<file path="src/rtl/min_reduce_ctrl.sv">
// min_reduce_ctrl
// Streams the N operands of one frame through a single registered 2-input
// minimum stage and returns the frame minimum on a valid/ready output.
//
// Optional feature macro: MIN_REDUCE_CTRL_IDX_EN
//   When defined, adds out_idx, the 0-based position of the first occurrence
//   of the frame minimum. When undefined, the port and index register are absent.
//
// Parameters:
//   DW : operand/result width in bits
//   N  : operands per frame (2..256)
//
// Ports:
//   clk        rising-edge clock
//   rst_n      asynchronous active-low reset
//   start      begin a frame (sampled only in IDLE)
//   clear      synchronous abort to IDLE from any state, highest priority
//   in_valid   operand valid
//   in_ready   controller accepts operand
//   in_data    operand, unsigned
//   out_valid  frame result valid
//   out_ready  consumer accepts result
//   out_min    running/final minimum (held between frames)
//   busy       high in RUN and DONE
//   out_idx    position of first minimum (MIN_REDUCE_CTRL_IDX_EN only)
//
// state | meaning
// ------+-------------------------------------------------
// IDLE  | waiting for start, no operand accepted
// RUN   | accepting operands, folding each into acc
// DONE  | result presented, held until out_ready
module min_reduce_ctrl #(
    parameter int DW = 8,
    parameter int N  = 4,
    localparam int CW = (N > 1) ? $clog2(N) : 1
) (
    input  logic          clk,
    input  logic          rst_n,
    input  logic          start,
    input  logic          clear,
    input  logic          in_valid,
    output logic          in_ready,
    input  logic [DW-1:0] in_data,
    output logic          out_valid,
    input  logic          out_ready,
    output logic [DW-1:0] out_min,
    output logic          busy
`ifdef MIN_REDUCE_CTRL_IDX_EN
    ,
    output logic [CW-1:0] out_idx
`endif
);

    typedef enum logic [1:0] {
        IDLE = 2'd0,
        RUN  = 2'd1,
        DONE = 2'd2
    } state_t;

    localparam logic [CW-1:0] LAST = CW'(N - 1);

    state_t        state;
    logic [CW-1:0] count;
    logic [DW-1:0] acc;
    logic          run_rdy;
    logic          beat;

`ifdef MIN_REDUCE_CTRL_IDX_EN
    logic [CW-1:0] idx;
    assign out_idx = idx;
`endif

    // run_rdy is the registered RUN-state ready; clear masks it in the same
    // cycle so a beat presented alongside clear is never consumed.
    assign in_ready = run_rdy & ~clear;
    assign beat     = in_valid & in_ready;
    assign out_min  = acc;

    always_ff @(posedge clk or negedge rst_n) begin
        if (!rst_n) begin
            state     <= IDLE;
            count     <= '0;
            acc       <= '0;
            run_rdy   <= 1'b0;
            out_valid <= 1'b0;
            busy      <= 1'b0;
`ifdef MIN_REDUCE_CTRL_IDX_EN
            idx       <= '0;
`endif
        end else if (clear) begin
            // acc (and idx) intentionally keep their value across an abort
            state     <= IDLE;
            count     <= '0;
            run_rdy   <= 1'b0;
            out_valid <= 1'b0;
            busy      <= 1'b0;
        end else begin
            case (state)
                IDLE: begin
                    if (start) begin
                        state   <= RUN;
                        count   <= '0;
                        run_rdy <= 1'b1;
                        busy    <= 1'b1;
                    end
                end
                RUN: begin
                    if (beat) begin
                        if (count == '0) begin
                            acc <= in_data;
`ifdef MIN_REDUCE_CTRL_IDX_EN
                            idx <= '0;
`endif
                        end else if (in_data < acc) begin
                            // strict compare: ties keep the earliest operand
                            acc <= in_data;
`ifdef MIN_REDUCE_CTRL_IDX_EN
                            idx <= count;
`endif
                        end
                        if (count == LAST) begin
                            // counter holds at LAST so it never wraps
                            state     <= DONE;
                            run_rdy   <= 1'b0;
                            out_valid <= 1'b1;
                        end else begin
                            count <= count + 1'b1;
                        end
                    end
                end
                DONE: begin
                    // start here is ignored, even in the handshake cycle
                    if (out_ready) begin
                        state     <= IDLE;
                        out_valid <= 1'b0;
                        busy      <= 1'b0;
                    end
                end
                default: begin
                    state     <= IDLE;
                    count     <= '0;
                    run_rdy   <= 1'b0;
                    out_valid <= 1'b0;
                    busy      <= 1'b0;
                end
            endcase
        end
    end

endmodule
</file>
<file path="config.mk">
export PLATFORM = sky130hd
export DESIGN_NAME = min_reduce_ctrl
export DESIGN_NICKNAME = d
export VERILOG_FILES = /design/src/rtl/min_reduce_ctrl.sv
export SDC_FILE = /design/constraint.sdc
export NUM_CORES = 1
export LEC_CHECK = 0
export CAP_MARGIN = 20
export CORE_ASPECT_RATIO = 0.8
export CORE_MARGIN = 1.5
export CORE_UTILIZATION = 47
export DETAILED_ROUTE_END_ITERATION = 8
export GPL_TIMING_DRIVEN = 0
export PLACE_DENSITY = 0.84
export SLEW_MARGIN = 40
export SYNTH_ARGS = -nofsm -noshare
export SYNTH_HDL_FRONTEND = slang
export SYNTH_SLANG_ARGS = --single-unit
</file>
<file path="constraint.sdc">
create_clock -name clk -period 1.9 [get_ports clk]
set_input_delay 0.19 -clock clk [delete_from_list [all_inputs] [get_ports clk]]
set_output_delay 0.19 -clock clk [all_outputs]
set_load 0.02 [all_outputs]
</file>
==> impl_metrics.py <==
metrics = {
    "worst_setup_path": {
        "ff2ff_path_depth": 8,
        "r2r-start": "out_min[6]",
        "cp_slowest_cell": "dfrtp_1",
        "startpoint_type": "flop",
        "worst-path-max-fanout": 4,
        "reg2reg_slack_ns": 0.10,
        "cp.arrival_ns": 1.98,
        "critPathKind": "flop to flop",
        "required_ns": 2.08,
        "path_cells": "inv_1 > ha_1 > nand2_2 > nor3_2 > a21oi_2 > o21ai_4 > buf_6 > mux2_4",
        "slowest_delay_ns": 0.37,
        "r2r-end": "out_min[6]",
        "endpoint_kind": "flop",
    },
    "route": {
        "avgRoutedWirePerCell_um": 13.9,
        "vias": 754,
        "vias_per_cell": 5.20,
        "route.detailed.drc": 0,
        "postRouteAntennaNets": 0,
        "dr.pass1.iters": 3,
        "drt_wl_total_mm": 2.01,
        "drtIter0Drc": 5,
    },
    "timing": {
        "hold_viol": 0,
        "post-route-min-period_ns": 1.80,
        "rsz0062_at_grt": "false",
        "fin_crit_sh_pct": 94.7,
        "finalSetupViolCount": 0,
        "fmax_mhz": 556,
        "tightest_slew_ns": 0.729,
        "maxSlewHeadroom_pct": 51.3,
        "clock_skew_ns": 0.00849,
        "hold_ws_ns": 0.0831,
        "slew_viol_final": 0,
    },
    "worst_hold_path": {
        "worstHoldEndpoint": "state[1]",
        "whs_path_depth": 2,
        "min_from": "clear",
        "hold_path_class": "input port to flop",
    },
    "power": {
        "leakagePower_nw": 0.587,
        "powerDensity_nw_per_um2": 921,
        "ir_drop_v": 0.000604,
    },
    "synthesis": {
        "yosysSeqAreaShare_pct": 39.7,
        "synth-seq-cells": 15,
        "synth_top_cells_by_area": "dfrtp_1 (40%), mux2_4 (13%), ha_1 (12%)",
        "ys_types": 28,
        "syn_area_per_cell_sq_um": 10.3,
        "synth_nets": 115,
        "synth_top_area_cell": "dfrtp_1",
        "synth_cells": 92,
        "synth_area_sq_um": 946,
        "yosys.area.top_type_share_pct": 39.7,
        "yosys_warnings": 0,
    },
    "global_routing": {
        "antenna_found_initial": 0,
        "grt_pass1_wl_mm": 3.35,
        "grt_pass1_vias": 806,
        "grt_use_met3_pct": 5.28,
        "grt_max_degree": 16,
        "met2_usage_pct": 37.0,
        "grt_usage_pct": 20.1,
        "grt.busiest_layer": "met2",
        "global_route.usage.met1_pct": 21.9,
        "grt_overflow_total": 0,
    },
    "floorplanning": {
        "ios": 25,
        "core_area_sq_um": 1890,
        "start_util_pct": 50.0,
        "rows": 14,
        "die_x_um": 53.2,
        "die_y_um": 43.1,
        "die-area_sq_um": 2290,
    },
    "cells_and_area": {
        "antenna_cells": 0,
        "layout.nets": 145,
        "finalInstanceArea_sq_um": 1290,
        "drive_above_1_share_pct": 20.7,
        "area_growth_pct": 36.1,
        "utilization_pct": 68.1,
    },
    "run_status": {
        "status": "completed",
    },
    "place": {
        "gp_congestion": 0.787,
        "port-buffer-count": 23,
        "place_area_sq_um": 1210,
        "hpwl_mm": 1.54,
    },
    "clock_tree": {
        "clock_latency_ns": 0.30,
        "cts_sinks": 15,
        "clock_path_buffers": 2,
        "cts_buffers": 3,
        "clk_pin_slew_worst_paths_ns": 0.10,
        "cts_root_buf": "clkbuf_4",
        "ctsHoldBuffers": 0,
        "htreeDepth": 1,
        "tritoncts": "yes",
    },
    "job": {
        "drv_cap": 0,
    },
}
## through the flow
step	total power (W)	std cells	setup TNS [ns]	setup slack, ns
global placement	0.000936	139	-1.32	-0.168
global route	0.00127	145	0	0.0126
detailed placement	0.000963	139	-1.97	-0.251
CTS	0.00116	145	0	0.0602
floorplan	0.000757	92	0	0.0482
finish	0.00119	145	0	0.101
## worst max-delay path by stage
stage,endpoint,from,slack (ns),cells after the start
after floorplan,out_min[0],out_min[5],0.05,7
after global placement,out_min[7],in_data[7],-0.17,7
after detailed placement,out_min[3],in_data[7],-0.25,7
after CTS,out_min[6],out_min[3],0.06,8
after global routing,out_min[6],out_min[6],0.01,8
final,out_min[6],out_min[6],0.10,8
## logic make-up after synthesis
logic type               Yosys count  share of synthesized area, %
adder cells (fa/ha/maj)            9                          11.9
AND/OR/NAND/NOR                   24                          13.8
buffers and inverters             15                          6.88
multiplexers                      10                          14.8
flip-flops                        15                          39.7
AO/OA/AOI/OAI                     19                          13.0
## layer usage
layer  wire (um)  part of all wire (%)
met1         898                    45
met3          55                   2.7
met5           0                     0
met2        1030                    51
met4          23                   1.1
## final cells by class
type	count	area, sq um
buffer	2	16.3
clock buffer	3	22.5
clock inverter	1	5.00
fill	138	604
inverter	13	48.8
multi-input combinational	62	537
sequential	15	375
tap	24	30.0
timing repair buffer	25	253
## cell usage after synthesis
cell and instances:
nor2_1 7, o21a_1 1, nor2b_1 1, o211ai_1 1, nor2_4 1, inv_1 13
a21o_1 1, nand3b_1 1, mux2i_1 2, nor3_2 1, o21ai_4 1, a32o_1 1
buf_2 1, a2bb2oi_1 1, ha_1 9, nand2_1 6, and4_4 1, mux2_4 8
nand2b_1 1, nor3b_1 1, o21ai_0 5, o21ai_1 1, dfrtp_1 15, nand3_1 2
buf_6 1, nor2_2 1, a21oi_1 7, nor3_1 1
## critical path, delay by kind of cell, from the launching register on
family                   cells  cell delay, ns
AO/OA/AOI/OAI                2            0.24
adder cells (fa/ha/maj)      1            0.30
buffers and inverters        2            0.21
flip-flops                   1            0.37
multiplexers                 1            0.29
AND/OR/NAND/NOR              2            0.28
## where the power goes
part	internal, W	total (W)	switching, W
logic	0.000291	0.000560	0.000269
registers	0.000386	0.000437	0.0000511
clock network	0.0000785	0.000190	0.000111
total	0.000755	0.00119	0.000431
## state kept, by name, indices dropped and copies added, names as in the netlist
register   cells
run_rdy        1
out_valid      1
state          2
out_min        8
busy           1
count          2
## cells in the final DEF, fill, tap and decap left out, drive strengths merged
cell and count:
dfrtp 15, a21oi 7, a2bb2oi 1, o211ai 1, clkbuf 3, clkinv 1
nand2b 1, o21a 1, and4 1, nand3b 1, nor2b 1, nor3b 1
o21ai 7, nand2 6, ha 9, mux2 8, a32o 1, nor2 9
inv 13, nand3 2, a21o 1, clkdlybuf4s50 23, nor3 2, mux2i 2
buf 4
## repair_timing
action                                 in CTS  in global routing
setup buffers                               2                  0
pin swaps                                   1                  2
endpoints found under the hold margin       0                  0
resized for setup                           0                  7
setup endpoints to repair                   8                  8
(Power assumes the default switching activity.)
